==> src/rtl/bin2bcd_serial.sv <==
// Serial shift-and-add-3 binary-to-BCD converter with START/BUSY/DONE handshake.
// Inputs above 10^DIGITS-1 are clamped and flagged; the result is held between completions.
module bin2bcd_serial #(
    parameter int unsigned BIN_WIDTH = 14,
    parameter int unsigned DIGITS    = 4
) (
    input  logic                  CLK,
    input  logic                  RESET,
    input  logic                  START,
    input  logic [BIN_WIDTH-1:0]  BIN_IN,
    output logic                  BUSY,
    output logic                  DONE,
    output logic [4*DIGITS-1:0]   BCD_OUT,
    output logic                  OVERFLOW
);

    localparam int unsigned BCD_W   = 4 * DIGITS;
    localparam int unsigned CNT_W   = $clog2(BIN_WIDTH + 1);
    localparam int unsigned MAX_DEC = 10 ** DIGITS - 1;
    localparam logic [BIN_WIDTH-1:0] MAX_BIN   = BIN_WIDTH'(MAX_DEC);
    localparam logic [CNT_W-1:0]     LAST_ITER = CNT_W'(BIN_WIDTH - 1);

    typedef enum logic {
        IDLE    = 1'b0,
        CONVERT = 1'b1
    } state_t;

    state_t               state_q, state_n;
    logic [BIN_WIDTH-1:0] bin_q, bin_n;
    logic [BCD_W-1:0]     bcd_q, bcd_n, bcd_adj;
    logic [CNT_W-1:0]     cnt_q, cnt_n;
    logic                 clamp_q, clamp_n;
    logic [BCD_W-1:0]     bcd_out_n;
    logic                 ovf_n;
    logic                 done_n;
    logic                 busy_n;

    // Add 3 to every digit that is 5 or more; digits are independent.
    always_comb begin
        bcd_adj = bcd_q;
        for (int unsigned i = 0; i < DIGITS; i++) begin
            if (bcd_q[4*i +: 4] >= 4'd5) begin
                bcd_adj[4*i +: 4] = bcd_q[4*i +: 4] + 4'd3;
            end
        end
    end

    // Next-state and next-output logic.
    always_comb begin
        state_n   = state_q;
        bin_n     = bin_q;
        bcd_n     = bcd_q;
        cnt_n     = cnt_q;
        clamp_n   = clamp_q;
        bcd_out_n = BCD_OUT;
        ovf_n     = OVERFLOW;
        done_n    = 1'b0;

        case (state_q)
            IDLE: begin
                if (START) begin
                    clamp_n = (BIN_IN > MAX_BIN);
                    bin_n   = clamp_n ? MAX_BIN : BIN_IN;
                    bcd_n   = '0;
                    cnt_n   = '0;
                    state_n = CONVERT;
                end
            end
            CONVERT: begin
                bcd_n = {bcd_adj[BCD_W-2:0], bin_q[BIN_WIDTH-1]};
                bin_n = {bin_q[BIN_WIDTH-2:0], 1'b0};
                cnt_n = cnt_q + CNT_W'(1);
                if (cnt_q == LAST_ITER) begin
                    bcd_out_n = bcd_n;
                    ovf_n     = clamp_q;
                    done_n    = 1'b1;
                    state_n   = IDLE;
                end
            end
            default: begin
                state_n = IDLE;
            end
        endcase

        busy_n = (state_n == CONVERT);
    end

    always_ff @(posedge CLK) begin
        if (RESET) begin
            state_q  <= IDLE;
            bin_q    <= '0;
            bcd_q    <= '0;
            cnt_q    <= '0;
            clamp_q  <= 1'b0;
            BCD_OUT  <= '0;
            OVERFLOW <= 1'b0;
            DONE     <= 1'b0;
            BUSY     <= 1'b0;
        end else begin
            state_q  <= state_n;
            bin_q    <= bin_n;
            bcd_q    <= bcd_n;
            cnt_q    <= cnt_n;
            clamp_q  <= clamp_n;
            BCD_OUT  <= bcd_out_n;
            OVERFLOW <= ovf_n;
            DONE     <= done_n;
            BUSY     <= busy_n;
        end
    end

endmodule

==> config.mk <==
export PLATFORM = sky130hd
export DESIGN_NAME = bin2bcd_serial
export DESIGN_NICKNAME = d
export VERILOG_FILES = /design/src/rtl/bin2bcd_serial.sv
export SDC_FILE = /design/constraint.sdc
export NUM_CORES = 1
export LEC_CHECK = 0
export BUFFER_PORTS_ARGS = -buffer_cell sky130_fd_sc_hd__buf_2
export CAP_MARGIN = 15
export CORE_MARGIN = 2
export CORE_UTILIZATION = 51
export DETAILED_ROUTE_END_ITERATION = 12
export GPL_ROUTABILITY_DRIVEN = 0
export GPL_TIMING_DRIVEN = 0
export PLACE_DENSITY = 0.75
export SLEW_MARGIN = 20
export SYNTH_ARGS = -nofsm -noshare
export SYNTH_HDL_FRONTEND = slang
export SYNTH_SLANG_ARGS = --single-unit
==> constraint.sdc <==
create_clock -name CLK -period 1.48 [get_ports CLK]
set_input_delay 0.296 -clock CLK [delete_from_list [all_inputs] [get_ports CLK]]
set_output_delay 0.296 -clock CLK [all_outputs]
set_load 0.1 [all_outputs]
==> impl_summary.txt <==
----------------------------------------------------
[GRT]
  GR Overflow Total ... 0
  First-pass GRT wire length ... 9480 µm
  Number of antenna violations at the first check in global routing ... 0
  Pin count of the biggest net entering global routing ... 16
  Via count of the first global-routing pass ... 2,042
  Total routing resource utilization after global routing ... 0.224

[Synthesis]
  Main synth FF type ... sky130_fd_sc_hd__dfxtp_1
  Net count after synthesis ... 319
  Distinct cell type count of the synthesized netlist ... 35
  Post-synthesis average cell area ... 8.79 µm²
  Number of warning messages in the yosys log ... 0
  Register bit count reported by yosys ... 54
  Number of instances in the synthesized netlist ... 292
  Fraction of synthesized cell area in xor and xnor cells ... 0.0136
  Mux cell area share after synthesis ... 0.0517
  Fraction of registers with async set/reset ... 0
  Post-synthesis compound-gate area fraction ... 0.199
  Adder and majority cell fraction of the synthesized area ... 0.0487
  Share of synthesized area occupied by flip-flops and latches ... 0.421
  Area of the mapped netlist ... 2570 µm²
  Post-synthesis share of cell area spent on and, or, nand and nor gates ... 0.214
  Number of synthesized flops with an enable pin ... 0
  Largest family of logic cells by synthesized area ... simple AND/OR/NAND/NOR gates

[Floorplan]
  Cell row count ... 25
  Horiz. Die Dim ... 75.0 µm
  Die height ... 75.0 µm
  Standard cell core area ... 4790 µm²
  Total Die Area ... 5620 µm²
  Effective utilization at floorplan ... 0.536
  Number of placed I/O pins ... 36

[Drt]
  Routed length per instance ... 14.6 µm
  First-pass DRT Iterations ... 4
  DR vias/cell ... 5.40
  DR vias ... 2,192
  DR DRC count ... 0
  Total wire length ... 5940 µm
  First-iteration detailed-routing DRC count ... 137
  Antenna-violating nets left ... 0

[Finish]
  Net total in the final layout ... 366
  Antenna Cells ... 0
  Filler Cells Inserted ... 424
  Fraction of layout cells with a size suffix above 1 ... 0.301
  Final cell utilization of the core ... 0.653
  Most common cell after layout, fill and taps aside ... sky130_fd_sc_hd__dfxtp_1
  Highest-count cells in the layout ignoring fill and taps ... 47 x sky130_fd_sc_hd__dfxtp_1, 41 x sky130_fd_sc_hd__buf_2, 30 x sky130_fd_sc_hd__a21oi_1
  Post-synthesis to final-layout area growth ... 21.6%

[Timing]
  Pins Over Slew Limit ... 0
  Period utilization ... 0.982
  Number of failing hold endpoints at the final stage ... 0
  RSZ-0062 raised after global routing ... true
  Least-Margin Pin Slew ... 539 ps
  Max Fclk ... 688 MHz
  Min Tclk post-route ... 1450 ps
  Setup Skew ... 13.6 ps
  Headroom to the max-slew limit ... 0.641
  Number of setup violations in the final report ... 0
  Final-layout setup total negative slack ... 0 ps

[Worst setup path]
  Critical Setup Path Class ... flip-flop to flip-flop
  Crit path largest cell delay ... 350 ps
  Cell family with the largest share of critical-path delay ... flip-flops
  CP max stage cell ... sky130_fd_sc_hd__dfxtp_2
  CP Launch Type ... flip-flop
  Cell breakdown of the critical path ... inv_2, ha_1, nand2b_1, a21oi_2, buf_4, xnor2_1, o21ai_0
  Buffers and inverters on the worst path ... 2
  Biggest fanout along the worst timing path ... 3
  Data arrival time at the worst-slack endpoint ... 1640 ps
  Endpoint class of the critical path ... flip-flop
  Req. time, crit path ... 1660 ps

[Pwr]
  Cell-internal power ... 1.96 mW
  Combinational Power Share ... 0.098
  Leakage ... 1.25 nW
  Peak supply drop ... 0.000557 V
  Relative contribution of sequential cells to total power ... 0.580
  Sw frac ... 0.248
  Clock Power Share ... 0.323
  Switching power ... 645 µW
  P per Cell Area ... 834 nW/µm²

[Clocking]
  Clock tree root driver cell ... sky130_fd_sc_hd__clkbuf_8
  Number of buffers inserted during clock tree synthesis ... 5
  Deepest clock path buffer count ... 2
  TritonCTS clock tree ... built
  Hold bufs inserted after CTS ... 0
  TritonCTS Sinks ... 54
  Clock slew at the register clock pins of the worst setup and hold paths ... 90 ps
  Insertion delay of the later-clocked pin in the worst-skew pair ... 310 ps
  Htree depth ... 2

[Status]
  Run status ... completed

[Placed design]
  Total half-perimeter wirelength after legalization and detailed placement ... 3990 µm
  Number of input and output port buffers inserted ... 35

[Worst hold path]
  Hold WC Path Type ... primary input to flip-flop

[Run]
  Total of max-cap violations ... 0

----------------------------------------------------
area by class of cell:
class,count,area (µm²),area share
multi-input cells,212,1490,0.477
flip-flops and latches,54,1090,0.350
repair buffers,40,230,0.0737
plain buffers,16,103,0.0329
clock buffers,7,86.3,0.0276
well taps,67,83.8,0.0268
inverters,10,37.5,0.0120
cell usage after synthesis (all sizes together) (2+ instances only):
cell type  count  area, µm²
dfxtp         54       1080
a21oi         35        190
o21ai         29        145
nor2          26       97.6
nand2         20       75.1
nor3b         15        113
buf           11       75.1
mux2i         11        110
ha            10        125
inv           10       37.5
nand2b        10       62.6
nand3         10       50.1
nand3b         7       52.6
nor3           6       30.0
clkbuf         5       18.8
a311oi         4       60.1
xnor2          4       35.0
a211oi         3       22.5
a22o           3       26.3
nor2b          3       18.8
nor4           3       18.8
a211o          2       17.5
a21o           2       15.0
mux2           2       22.5
layer usage:
metal / track usage / routed length [µm] / vias to the layer above
met2: 0.364 / 2780 / 43
li1: - / - / 1121
met1: 0.305 / 2860 / 1023
met3: 0.0509 / 243 / 5
met5: 0 / 0 / -
met4: 0.0516 / 49 / 0
tightest hold or removal path: cells and delay by family:
family / cells / cell delay (ps)
buffers and inverters: 1 / 110
AND/OR/NAND/NOR: 1 / 60
AO/OA/AOI/OAI: 1 / 60
timing repair:
action / in CTS / in global routing
endpoints found under the setup margin: 9 / 35
buffers inserted: 3 / 1
pin swaps: 2 / 7
resized for setup: 9 / 38
cloned: 0 / 1
flip-flops by register name, indices dropped and copies added (netlist names):
signal    count
DONE          1
OVERFLOW      1
clamp_q       1
cnt_q         4
bcd_q        16
bin_q        14
state_q       1
BCD_OUT      16
path summary, 6_finish.rpt:
path         startpoint        to  slack [ps]  depth (start not counted)
min reg2reg    OVERFLOW  OVERFLOW         460                          2
max reg2reg    bcd_q[5]  bcd_q[5]          30                          7
max            bcd_q[5]  bcd_q[5]          30                          7
min           BIN_IN[6]  bin_q[6]         250                          3
power groups by stage:
stage / combinational [mW] / clock, mW / sequential (mW)
after floorplan: 0.155 / 0 / 1.55
after global placement: 0.242 / 0 / 1.54
after detailed placement: 0.245 / 0 / 1.54
after CTS: 0.246 / 0.842 / 1.51
after global routing: 0.286 / 0.896 / 1.51
final: 0.254 / 0.840 / 1.51
cell families after synthesis:
kind of cell             count (synthesis)
AND/OR/NAND/NOR                        103
AO/OA/AOI/OAI                           82
flip-flops                              54
buffers and inverters                   26
multiplexers                            13
adder cells (fa/ha/maj)                 10
XOR/XNOR                                 4
per-stage QoR:
stage	cells	total power, mW	hold slack, ps	instance area, µm²	worst slack (ps)
after floorplan	292	1.71	425	2570	22.5
after CTS	404	2.60	257	2960	1.63
after detailed placement	394	1.79	451	2830	-139
after global placement	394	1.78	437	2830	-74.8
after global routing	406	2.70	267	3120	-34.0
final	406	2.60	255	3120	26.5
Note: power is estimated with default switching activity, not from simulation.
